==> config.mk <==
export PLATFORM = sky130hd
export DESIGN_NAME = lut_loader
export DESIGN_NICKNAME = d
export VERILOG_FILES = /design/src/rtl/lut_loader.sv
export SDC_FILE = /design/constraint.sdc
export NUM_CORES = 1
export LEC_CHECK = 0
export ABC_CLOCK_PERIOD_IN_PS = 2500
export CAP_MARGIN = 20
export CORE_ASPECT_RATIO = 0.9
export CORE_MARGIN = 1.5
export CORE_UTILIZATION = 50
export CTS_BUF_LIST = sky130_fd_sc_hd__clkbuf_16
export CTS_CLUSTER_DIAMETER = 60
export DETAILED_ROUTE_END_ITERATION = 16
export PLACE_DENSITY = 0.87
export SETUP_SLACK_MARGIN = 0.4
export SKIP_CTS_REPAIR_TIMING = 1
export SYNTH_ARGS = -nofsm -noshare
export SYNTH_HDL_FRONTEND = slang
export SYNTH_SLANG_ARGS = --single-unit
==> constraint.sdc <==
create_clock -name clk -period 2.5 [get_ports clk]
set_input_delay 0.25 -clock clk [delete_from_list [all_inputs] [get_ports clk]]
set_output_delay 0.25 -clock clk [all_outputs]
set_load 0.01 [all_outputs]
==> src/rtl/lut_loader.sv <==
// Loads a stream of table words into the activation LUT RAM in address order,
// tracking a running checksum, completion and protocol errors.
module lut_loader #(
  parameter int unsigned DEPTH  = 888,
  parameter int unsigned WIDTH  = 16,
  parameter int unsigned ADDR_W = (DEPTH > 1) ? $clog2(DEPTH) : 1
) (
  input  logic              clk,
  input  logic              rst,
  input  logic              start,
  input  logic              abort,
  input  logic [WIDTH-1:0]  data_in,
  input  logic              data_valid,
  output logic              data_ready,
  output logic              wr_en,
  output logic [ADDR_W-1:0] wr_addr,
  output logic [WIDTH-1:0]  wr_data,
  output logic              busy,
  output logic              done,
  output logic              error,
  output logic [15:0]       checksum
);

  localparam int unsigned CSUM_W = 16;
  localparam logic [ADDR_W-1:0] LAST_IDX = ADDR_W'(DEPTH - 1);

  typedef enum logic [1:0] {
    IDLE = 2'd0,
    LOAD = 2'd1,
    DONE = 2'd2
  } state_e;

  state_e              state_q,   state_d;
  logic [ADDR_W-1:0]   cnt_q,     cnt_d;
  logic [CSUM_W-1:0]   csum_q,    csum_d;
  logic                err_q,     err_d;
  logic                wr_en_q,   wr_en_d;
  logic [ADDR_W-1:0]   wr_addr_q, wr_addr_d;
  logic [WIDTH-1:0]    wr_data_q, wr_data_d;

  // Next-state: abort beats accept in LOAD; start beats the stray-word check elsewhere,
  // but a word presented alongside start is still flagged.
  always_comb begin
    state_d   = state_q;
    cnt_d     = cnt_q;
    csum_d    = csum_q;
    err_d     = err_q;
    wr_en_d   = 1'b0;
    wr_addr_d = wr_addr_q;
    wr_data_d = wr_data_q;
    case (state_q)
      LOAD: begin
        if (abort) begin
          state_d = IDLE;
          err_d   = 1'b1;
        end else if (data_valid) begin
          wr_en_d   = 1'b1;
          wr_addr_d = cnt_q;
          wr_data_d = data_in;
          csum_d    = csum_q + CSUM_W'(data_in);
          if (cnt_q == LAST_IDX) begin
            state_d = DONE;
          end else begin
            cnt_d = cnt_q + ADDR_W'(1);
          end
        end
      end
      default: begin
        if (start) begin
          state_d = LOAD;
          cnt_d   = '0;
          csum_d  = '0;
          err_d   = 1'b0;
        end
        if (data_valid) begin
          err_d = 1'b1;
        end
      end
    endcase
  end

  always_ff @(posedge clk or posedge rst) begin
    if (rst) begin
      state_q   <= IDLE;
      cnt_q     <= '0;
      csum_q    <= '0;
      err_q     <= 1'b0;
      wr_en_q   <= 1'b0;
      wr_addr_q <= '0;
      wr_data_q <= '0;
    end else begin
      state_q   <= state_d;
      cnt_q     <= cnt_d;
      csum_q    <= csum_d;
      err_q     <= err_d;
      wr_en_q   <= wr_en_d;
      wr_addr_q <= wr_addr_d;
      wr_data_q <= wr_data_d;
    end
  end

  assign data_ready = (state_q == LOAD);
  assign busy       = (state_q == LOAD);
  assign done       = (state_q == DONE);
  assign error      = err_q;
  assign checksum   = csum_q;
  assign wr_en      = wr_en_q;
  assign wr_addr    = wr_addr_q;
  assign wr_data    = wr_data_q;

endmodule
### After elaboration in Yosys (flattened, before gate mapping)

Index checks and enable logic that the tools add are counted.

* input bits: 21
* output and inout bits: 47
* word-level logic and storage cells: 47
* bits in registers: 56

* $add $sub $neg: 2
* equality and inequality tests: 9
* reductions and logical operators: 7
* bitwise operators: 1
* muxes and demuxes: 21

Operators with widths (count)
* $mux W16: 4
* $mux W10: 5
* $add A16 B16 Y16: 1
* $add A10 B1 Y10 const B: 1
* $eq A10 B10 Y1 const B: 1
* $mux W2: 5
* $reduce_and A3 Y1: 3
* $ne A2 B2 Y1 const B: 4
* $mux W1: 7
* $reduce_and A4 Y1: 1
* $ne A3 B2 Y1 const B: 1
* $ne A3 B3 Y1 const B: 1
* $reduce_bool A3 Y1: 1
* $eq A2 B1 Y1 const B: 1
* $eq A2 B2 Y1 const B: 1
* $reduce_and A2 Y1: 1
* $reduce_bool A2 Y1: 1
* $not A1 Y1: 1

### Logic depth before layout (Yosys ltp)

* depth after elaboration: 5
* mapped depth: 10
* depth with buffers taken out: 10

### Least setup slack after synthesis

No wires, ideal clock.

* kind: register to register
* start point: register csum_q[1], in the netlist checksum[1]
* end point: register csum_q[15], in the netlist checksum[15]
* library setup time: 0.079 ns
* required time: 2.421 ns
* stages on the path, launching flop included: 9
* buffers on the path: 0
* arrival: 2.156 ns
* setup slack: 0.264 ns
* clock period less this slack: 2.236 ns
* cell sequence: dfrtp_1 -> ha_1 -> a211oi_2 -> o21ai_2 -> a31o_4 -> and4_4 -> a221oi_2 -> mux2i_1 -> mux2i_1

* longest elaborated chain between the ends: 4

RTL lines
* start, declared: RTL line 35 `logic [CSUM_W-1:0] csum_q, csum_d;`
* start signal, assigned: RTL line 94 `csum_q <= csum_d;`
* $add A16 B16 Y16: RTL line 60 `csum_d = csum_q + CSUM_W'(data_in);`
* $mux W16: RTL line 56 `end else if (data_valid) begin`
* $mux W16: RTL line 53 `if (abort) begin`
* $mux W16: RTL line 51 `case (state_q)`

No other way between the ends. The select of a mux whose other input is x is not followed.
A chain may end at the register's enable or synchronous reset.

### Worst setup path in the final report

* start point: register csum_q[8], in the netlist checksum[8]
* end point: register csum_q[15], in the netlist checksum[15]

Same word-level chain as after synthesis.

==> results.md <==
* Dominant synthesized flop cell: dfrtp_1
* IO Pins at 68
* Pwr Density at ~900 mW/mm²
* Vias at 2610
* Die Span Y at between 70 and 80 µm
* Clock transition time at the flip-flop clock pins of the worst setup and hold paths at ~0.08 ns
* Longest Clk Path Bufs at 2
* Wire per inst at around 16 µm
* CTS Root Cell: clkbuf_16
* Setup CP Type: reg -> reg
* Fraction of registers with async set or reset after synthesis at 100.0%
* Yosys warnings at 0
* Largest net degree at the start of global routing at 57
* Max Clock Skew at roughly 0.015 ns
* Initial core utilization at about half
* Syn Nets at ~350
* Final Cycle Share at about 90%
* Dpl ws at -0.06633 ns
* IR Drop Worst-Case VDD at ~0.00068 V
* Max-slew headroom at roughly 50%
* Num CTS Buffers at 5
* Final hold vios at 0
* Final Core Density at between 70 and 80%
* Total track usage at around 23%
* DRT iter0 DRCs at around 150
* Clk sinks at 56
* R2R cell count at 8
* Final instance area at 0.004156 mm²
* # fillers at roughly 400
* Startpoint class of the critical path: flip-flop
* Rows at 26
* Total negative setup slack at 0 ns
* Type of the worst min-delay path: in -> async
* Min Hold Slack at approximately 0.25 ns
* Post-Place Cells at 459
* Nets at 440
* LEAKAGE at around 2 nW
* Max layer used: met4
* Final setup viols at 0
* Max Cap Violations at 0
* First-pass GRT wire length at ~12000 µm
* Critical Path RT at 2.73 ns
* RSZ-0062 raised after global routing: yes
* Fmax at 446.3 MHz
* Post-synth top area cell: dfrtp_1
* R2r startpoint: checksum[8]$_DFFE_PP0P_
* Status: finished clean
* Cell Area, Synth at 0.002909 mm²
* Non-Filler Instances at 473
* CORE AREA at about 0.0057 mm²
* Die X at 83.40 µm
* Gr ovfl total at 0
* R2r endpoint: checksum[15]$_DFFE_PP0P_
* PortBufs at 67
* Avg Synthesized Cell Area at just over 9 µm²
* R2r setup slk at around 0.26 ns
* Min Tclk post-route at approximately 2.2 ns
* Worst slew pin tran at between 0.7 and 0.8 ns
* Met2 wire length at approximately 3700 µm
* Crit path max fanout at 3
* Final HPWL DP at 4895 µm
* Insertion delay to the later sink of the worst-skew pair at around 0.30 ns
* Routability congestion estimate at between 0.9 and 1
* Met3 wire len at between 300 and 400 µm
* Pre-antenna DRT Iters at 4
* Flops & latches, synth at 56
* Multi-input logic area at around 0.0016 mm²
* H-tree levels at 2
* Area Overhead vs Synth at 42.88%
* Die ar. at around 0.0063 mm²
* Max-slew violations at 0
* CP arrival at about 2.5 ns
* Share of layout cells above drive strength 1 at 15.88%
* Number of vias per cell at approximately 5.5
* DRC errors left at 0
* Routed wire length at between 7000 and 8000 µm
* DP Area at ~0.0039 mm²
* Initial antenna violation count at 0
* Gate Count Post-Synth at 314
* CTS tree: built
* Post-synth EDFFs at 0
* Crit. End Element: flip-flop
* Final worst slack at ~0.26 ns
* Share of the synthesized area in the top cell type at between 40% and 50%
* Synth cell types at 47
* Power, Total at around 3.8 mW
* Area contributors post-synth: dfrtp_1, nand2_1, ha_1, xor2_1, o21ai_0
* Seq/Total Area, Yosys at just under 50%
* Diodes inserted at 0
* Met1 WL at about 3300 µm
* Antenna Nets Post-Route at 0
* Vias in the first global route at 2433
* Sequential cell area at 0.001404 mm²
[worst max-delay path by stage]
stage                            startpoint                       end  slack, ns  depth (start not counted)
finish              checksum[8]$_DFFE_PP0P_  checksum[15]$_DFFE_PP0P_       0.26                          8
global route        checksum[0]$_DFFE_PP0P_  checksum[12]$_DFFE_PP0P_       0.16                         10
CTS                              data_in[4]  checksum[15]$_DFFE_PP0P_       0.22                          9
detailed placement               data_in[0]  checksum[14]$_DFFE_PP0P_      -0.07                         11
global placement                 data_in[1]  checksum[15]$_DFFE_PP0P_      -0.05                          9
floorplan           checksum[1]$_DFFE_PP0P_  checksum[15]$_DFFE_PP0P_       0.36                          8
[layout make-up]
type	count	share of cell area, %
multi-input combinational	238	38.32
sequential	56	33.77
clock buffer	5	3.010
timing repair buffer	92	21.37
clock inverter	3	0.6020
inverter	9	0.8128
tap	70	2.107
[cells by family after synthesis]
kind of cell	count (synthesis)	synth area share [%]
xor gates and xnor gates	19	5.720
and+or+nand+nor	142	21.38
buffers and inverters	20	2.710
AOI/OAI and AO/OA	58	13.76
muxes	2	0.6882
DFF	56	48.17
adders and majority gates	17	7.570
[sequential cells by signal, indices dropped and copies added, names as in the netlist]
register	count
state_q	2
error	1
wr_en	1
checksum	16
wr_addr	10
cnt_q	10
wr_data	16
[cells in the mapped netlist (all sizes together), types with 3 or more instances]
| library cell | n |
|---|---|
| a21oi | 12 |
| nor2 | 13 |
| or3 | 3 |
| nand2 | 91 |
| dfrtp | 56 |
| buf | 4 |
| inv | 9 |
| ha | 16 |
| xnor2 | 7 |
| o21ai | 22 |
| nor3 | 5 |
| clkbuf | 7 |
| nand3 | 17 |
| xor2 | 12 |
| a21o | 6 |
| nor2b | 3 |
[critical path: stages (launching register included)]
cell and delay [ns]:
dfrtp_2 0.44, ha_4 0.23, a21o_1 0.17, a22o_1 0.24
a21o_1 0.17, a21o_1 0.18, a221oi_4 0.27, mux2i_1 0.27
mux2i_1 0.20
[per-layer routing]
layer,track usage [%],vias to the layer above
li1,-,1243
met1,31.57,1276
met2,39.57,81
met3,3.900,10
met4,6.296,0
met5,0,-
[cells in the final DEF, fill, tap and decap left out, drive strengths merged, types with 5 or more instances in the layout]
cell type / count
ha: 16
buf: 25
nand3: 17
o21ai: 22
dlymetal6s2s: 7
inv: 11
a21oi: 12
clkbuf: 5
xnor2: 7
dfrtp: 56
nor3: 5
xor2: 12
nor2: 13
clkdlybuf4s50: 60
nand2: 91
a21o: 6
[where the power goes]
part	switching [mW]	total (mW)	internal [mW]
clock	0.350	0.730	0.380
combinational	0.842	1.82	0.975
sequential	0.165	1.26	1.09
total	1.36	3.80	2.45
Power figures use the tool's default switching activity.
